===== src/rtl/fifo_pkg.sv =====
// Shared FIFO constants and pointer helpers, used by the read/write controllers and the bench.
package fifo_pkg;

  localparam int unsigned DefWidth = 8;
  localparam int unsigned DefDepth = 4;

  // Pointers carry one extra wrap bit above the RAM address.
  function automatic int unsigned ptr_width(input int unsigned depth);
    return depth + 1;
  endfunction

endpackage


===== src/rtl/fifo_out_buf.sv =====
// Two-entry registered output buffer; head register drives the consumer-facing word.
module fifo_out_buf #(
  parameter int unsigned WIDTH = 8
) (
  input  logic             clk_i,
  input  logic             rst_ni,
  input  logic             push_i,
  input  logic [WIDTH-1:0] push_data_i,
  input  logic             pop_i,
  output logic [WIDTH-1:0] data_o,
  output logic             valid_o,
  output logic [1:0]       level_o
);

  logic [WIDTH-1:0] head_q, head_d;
  logic [WIDTH-1:0] tail_q, tail_d;
  logic [1:0]       level_q, level_d;

  always_comb begin
    head_d  = head_q;
    tail_d  = tail_q;
    level_d = level_q;
    unique case (level_q)
      2'd0: begin
        if (push_i) begin
          head_d  = push_data_i;
          level_d = 2'd1;
        end
      end
      2'd1: begin
        if (push_i && pop_i) begin
          head_d = push_data_i;
        end else if (push_i) begin
          tail_d  = push_data_i;
          level_d = 2'd2;
        end else if (pop_i) begin
          level_d = 2'd0;
        end
      end
      default: begin
        // Full: the issue gate guarantees a push only arrives together with a pop.
        if (pop_i) begin
          head_d = tail_q;
          if (push_i) begin
            tail_d = push_data_i;
          end else begin
            level_d = 2'd1;
          end
        end
      end
    endcase
  end

  always_ff @(posedge clk_i or negedge rst_ni) begin
    if (!rst_ni) begin
      head_q  <= '0;
      tail_q  <= '0;
      level_q <= 2'd0;
    end else begin
      head_q  <= head_d;
      tail_q  <= tail_d;
      level_q <= level_d;
    end
  end

  assign data_o  = head_q;
  assign valid_o = (level_q != 2'd0);
  assign level_o = level_q;

endmodule


===== src/rtl/fifo_rd_ctrl.sv =====
// FIFO read-side controller: issues RAM reads, captures data into a 2-entry output buffer
// and returns the released read pointer to the write side.
module fifo_rd_ctrl
  import fifo_pkg::*;
#(
  parameter int unsigned WIDTH  = DefWidth,
  parameter int unsigned DEPTH  = DefDepth,
  parameter int unsigned RD_LAT = 1
) (
  input  logic                        clk_i,
  input  logic                        rst_ni,
  input  logic [ptr_width(DEPTH)-1:0] wr_ptr_i,
  output logic [ptr_width(DEPTH)-1:0] rd_ptr_o,
  output logic [DEPTH-1:0]            rd_addr_o,
  input  logic [WIDTH-1:0]            rd_data_i,
  output logic [WIDTH-1:0]            dout_o,
  output logic                        dout_valid_o,
  input  logic                        dout_ready_i,
  output logic                        empty_o,
  output logic [1:0]                  level_o
);

  localparam int unsigned PtrW = ptr_width(DEPTH);

  logic [PtrW-1:0] iss_ptr_q, iss_ptr_d;
  logic [PtrW-1:0] rd_ptr_q, rd_ptr_d;
  logic            ram_nonempty;
  logic            transfer;
  logic            issue;
  logic            push;
  logic            in_flight;
  logic [2:0]      occupancy;

  // Full-width compare: equal address with differing wrap bit means a full RAM.
  assign ram_nonempty = (iss_ptr_q != wr_ptr_i);
  assign transfer     = dout_valid_o & dout_ready_i;
  assign occupancy    = {1'b0, level_o} + {2'b00, in_flight};
  // A word leaving this cycle frees the slot the newly issued word will land in.
  assign issue        = ram_nonempty && (occupancy < (transfer ? 3'd3 : 3'd2));

  always_comb begin
    iss_ptr_d = iss_ptr_q;
    rd_ptr_d  = rd_ptr_q;
    if (issue) begin
      iss_ptr_d = iss_ptr_q + PtrW'(1);
    end
    if (push) begin
      rd_ptr_d = rd_ptr_q + PtrW'(1);
    end
  end

  always_ff @(posedge clk_i or negedge rst_ni) begin
    if (!rst_ni) begin
      iss_ptr_q <= '0;
      rd_ptr_q  <= '0;
    end else begin
      iss_ptr_q <= iss_ptr_d;
      rd_ptr_q  <= rd_ptr_d;
    end
  end

  if (RD_LAT == 0) begin : g_lat0
    assign in_flight = 1'b0;
    assign push      = issue;
  end else begin : g_lat1
    logic in_flight_q;

    always_ff @(posedge clk_i or negedge rst_ni) begin
      if (!rst_ni) begin
        in_flight_q <= 1'b0;
      end else begin
        in_flight_q <= issue;
      end
    end

    assign in_flight = in_flight_q;
    assign push      = in_flight_q;
  end

  fifo_out_buf #(
    .WIDTH(WIDTH)
  ) u_out_buf (
    .clk_i      (clk_i),
    .rst_ni     (rst_ni),
    .push_i     (push),
    .push_data_i(rd_data_i),
    .pop_i      (transfer),
    .data_o     (dout_o),
    .valid_o    (dout_valid_o),
    .level_o    (level_o)
  );

  assign rd_addr_o = iss_ptr_q[DEPTH-1:0];
  assign rd_ptr_o  = rd_ptr_q;
  assign empty_o   = !ram_nonempty && !in_flight && (level_o == 2'd0);

endmodule


===== config.mk =====
export PLATFORM = sky130hd
export DESIGN_NAME = fifo_rd_ctrl
export DESIGN_NICKNAME = d
export VERILOG_FILES = /design/src/rtl/fifo_pkg.sv /design/src/rtl/fifo_out_buf.sv /design/src/rtl/fifo_rd_ctrl.sv
export SDC_FILE = /design/constraint.sdc
export NUM_CORES = 1
export LEC_CHECK = 0
export CAP_MARGIN = 20
export CORE_AREA = 2 2 64 66
export DETAILED_ROUTE_END_ITERATION = 6
export DIE_AREA = 0 0 66 68
export PLACE_DENSITY = 0.69
export SETUP_SLACK_MARGIN = 0.15
export SYNTH_ARGS = -nofsm -noshare
export SYNTH_HDL_FRONTEND = slang
export SYNTH_SLANG_ARGS = --single-unit
export TNS_END_PERCENT = 50

===== constraint.sdc =====
create_clock -name clk_i -period 2.9 [get_ports clk_i]
set_clock_uncertainty 0.1 [all_clocks]
set_input_delay 0.58 -clock clk_i [delete_from_list [all_inputs] [get_ports clk_i]]
set_output_delay 0.58 -clock clk_i [all_outputs]
set_load 0.02 [all_outputs]

==> impl_metrics.tcl <==
set metrics [dict create \
    overflow 0 \
    first_pass_iters 4 \
    cp_num_buf_inv 2 \
    drc 0 \
    critical_path_class "in2out" \
    crit_arrival_ns 1.91 \
    yosys_warnings 0 \
    htreeDepth 2 \
    synth_most_common_cell "dfrtp_1" \
    cts_root_buf "clkbuf_8" \
    port_buffers 36 \
    ys_seq_area_frac 0.505 \
    fp.dieW_um 66 \
    core_um2 3860 \
    layout.cells.non_filler 207 \
    critPathRequiredTime_ns 2.22 \
    hold_path_class "reg2reg" \
    worstPathCellList "clkdlybuf4s50_1 -> xor2_1 -> nor3_4 -> nand2_1 -> nor3_1 -> dlygate4sd2_1" \
    dpl_cell_area_um2 1840 \
    crit_path_top_delay_cell "clkdlybuf4s50_1" \
    hpwl_mm 2.04 \
    num_vias 1008 \
    cts.sinks 29 \
    grt_max_degree 30 \
    hold_buffers 0 \
    min_period_ns 2.59 \
    design_area_um2 1920 \
    synth_cell_types 30 \
    cp-end-kind "output pin" \
    synth_cells 118 \
    drv_slew 0 \
    netlist_area_um2 1440 \
    status "complete, no violations" \
    antenna_left 0 \
    cts_buffers 5 \
    diodes 0 \
    synth_edf_count 0 \
    syn_to_final_growth_pct 33.9 \
    setup_slack_ns 0.312 \
    syn_nets 138 \
    final_nets 177 \
    place.gp.congestion 0.831 \
    synth-main-ff-cell "dfrtp_1" \
    rsz0062_at_grt "no" \
    path_clk_slew_ns 0.06 \
    drive_above_1_share 0.178 \
    grt_pass1_vias 1078 \
    p_leak_nw 0.810 \
    timing.setup.tns_ns 0 \
    grt_use_total 0.138 \
    rows 23 \
    vias_per_cell 4.87 \
    synth-seq-cells 29 \
    cts_tree "done" \
    synthArstFlopShare 1.00 \
    die_area_um2 4490 \
    worst_pin_slew_ns 0.475 \
    power.density_nw_per_um2 1280 \
    crit_path_max_incr_delay_ns 0.42 \
    wirelength_mm 2.76 \
    worst-path-max-fanout 2 \
    synth_common_cells "29 x dfrtp_1, 10 x xor2_1, 9 x mux2_2, 9 x nor2_1" \
    antenna_found_initial 0 \
    relSlewSlack 0.683 \
    die_h_um 68 \
    io_pins 37 \
    crit_path_start_kind "input port" \
    clock_latency_ns 0.27 \
    placed_cells 200 \
    avgSynthCellArea_um2 12.2 \
    finalSetupViolCount 0 \
    synth.area.top_cells "dfrtp_1 51%, mux2_2 7.1%, xor2_1 6.1%" \
    path_delay_family "buffers and inverters" \
    max_freq_mhz 386 \
    start_util 0.372 \
    maxCapViolCount 0 \
    grt_pass1_wl_mm 4.62 \
    cts_buffer_depth 2 \
    hold_viol 0 \
    period_share 0.892 \
    wl_per_cell_um 13.4 \
    drt_iter0_drc 81 \
    pre_cts_slack_ns 0.0195 \
    peakVddDrop_mv 0.461 \
    yosys.area.top_type "dfrtp_1" \
    synth_top_area_share 0.505 \
]
cells by family after synthesis:
kind of cell,synth area share
flip-flops,0.505
AND/OR/NAND/NOR,0.0880
AO/OA/AOI/OAI,0.110
multiplexers,0.137
XOR/XNOR,0.0793
buffers and inverters,0.0462
adder cells (fa/ha/maj),0.0348
layout make-up:
class | count | area [um2]
Fill cell | 376 | 1930
Sequential cell | 29 | 726
Multi-Input combinational cell | 77 | 644
Timing Repair Buffer | 40 | 389
Clock buffer | 7 | 86.3
Tap cell | 50 | 62.6
Inverter | 4 | 15.0
cell usage in the layout, fill, tap and decap left out, drive strengths merged, types with 2 or more instances in the layout:
| cell | count |
|---|---|
| buf | 4 |
| a21oi | 8 |
| mux2i | 8 |
| inv | 4 |
| dfrtp | 29 |
| clkdlybuf4s50 | 35 |
| nand4 | 2 |
| nor2 | 11 |
| o21ai | 4 |
| mux2 | 10 |
| xor2 | 10 |
| ha | 4 |
| xnor2 | 3 |
| nand4b | 2 |
| clkbuf | 7 |
| a211oi | 3 |
| nor3 | 2 |
| nand2 | 4 |
power breakdown:
group	switching, mW	internal, mW
combinational	0.652	0.675
clock	0.134	0.188
sequential	0.197	0.626
total	0.982	1.49
per-stage QoR:
stage / total power [mW] / hold slack [ns] / util
after detailed placement: 2.17 / 0.380 / 0.477
after global routing: 2.65 / 0.393 / 0.499
after floorplan: 1.72 / 0.184 / -
final: 2.47 / 0.375 / 0.499
after CTS: 2.51 / 0.388 / 0.499
after global placement: 2.11 / 0.359 / 0.477
path summary, 6_finish.rpt:
path                            slack [ns]  depth (start not counted)                              end                    startpoint
worst max-delay path                  0.31                          6                          empty_o                   wr_ptr_i[3]
worst max register to register        0.73                          4         iss_ptr_q[1]$_DFFE_PN0P_  g_lat1.in_flight_q$_DFF_PN0_
worst min register to register        0.38                          1          rd_ptr_o[4]$_DFFE_PN0P_       rd_ptr_o[4]$_DFFE_PN0P_
min in group asynchronous             0.60                          2         iss_ptr_q[1]$_DFFE_PN0P_                        rst_ni
worst min-delay path                  0.38                          1          rd_ptr_o[4]$_DFFE_PN0P_       rd_ptr_o[4]$_DFFE_PN0P_
max in group asynchronous             1.83                          2  u_out_buf.tail_q[3]$_DFFE_PN0P_                        rst_ni
flip-flops by register name, summed over array words and instances, names as in the netlist:
signal	cells
g_lat1.in_flight_q	1
u_out_buf.data_o	8
u_out_buf.tail_q	8
rd_ptr_o	5
u_out_buf.level_o	2
iss_ptr_q	5
timing repair:
item | in CTS | in global routing
setup endpoints to repair | 1 | 0
buffers inserted | 0 | 0
gates resized for setup | 1 | 0
routing by layer:
metal	GRT usage	part of all wire	up-vias
met2	0.249	0.48	36
met3	0.0559	0.065	2
met1	0.153	0.45	488
met5	0	0	-
li1	-	-	482
met4	0.0332	0.0083	0
No activity file was read; power rests on OpenSTA's default activity.
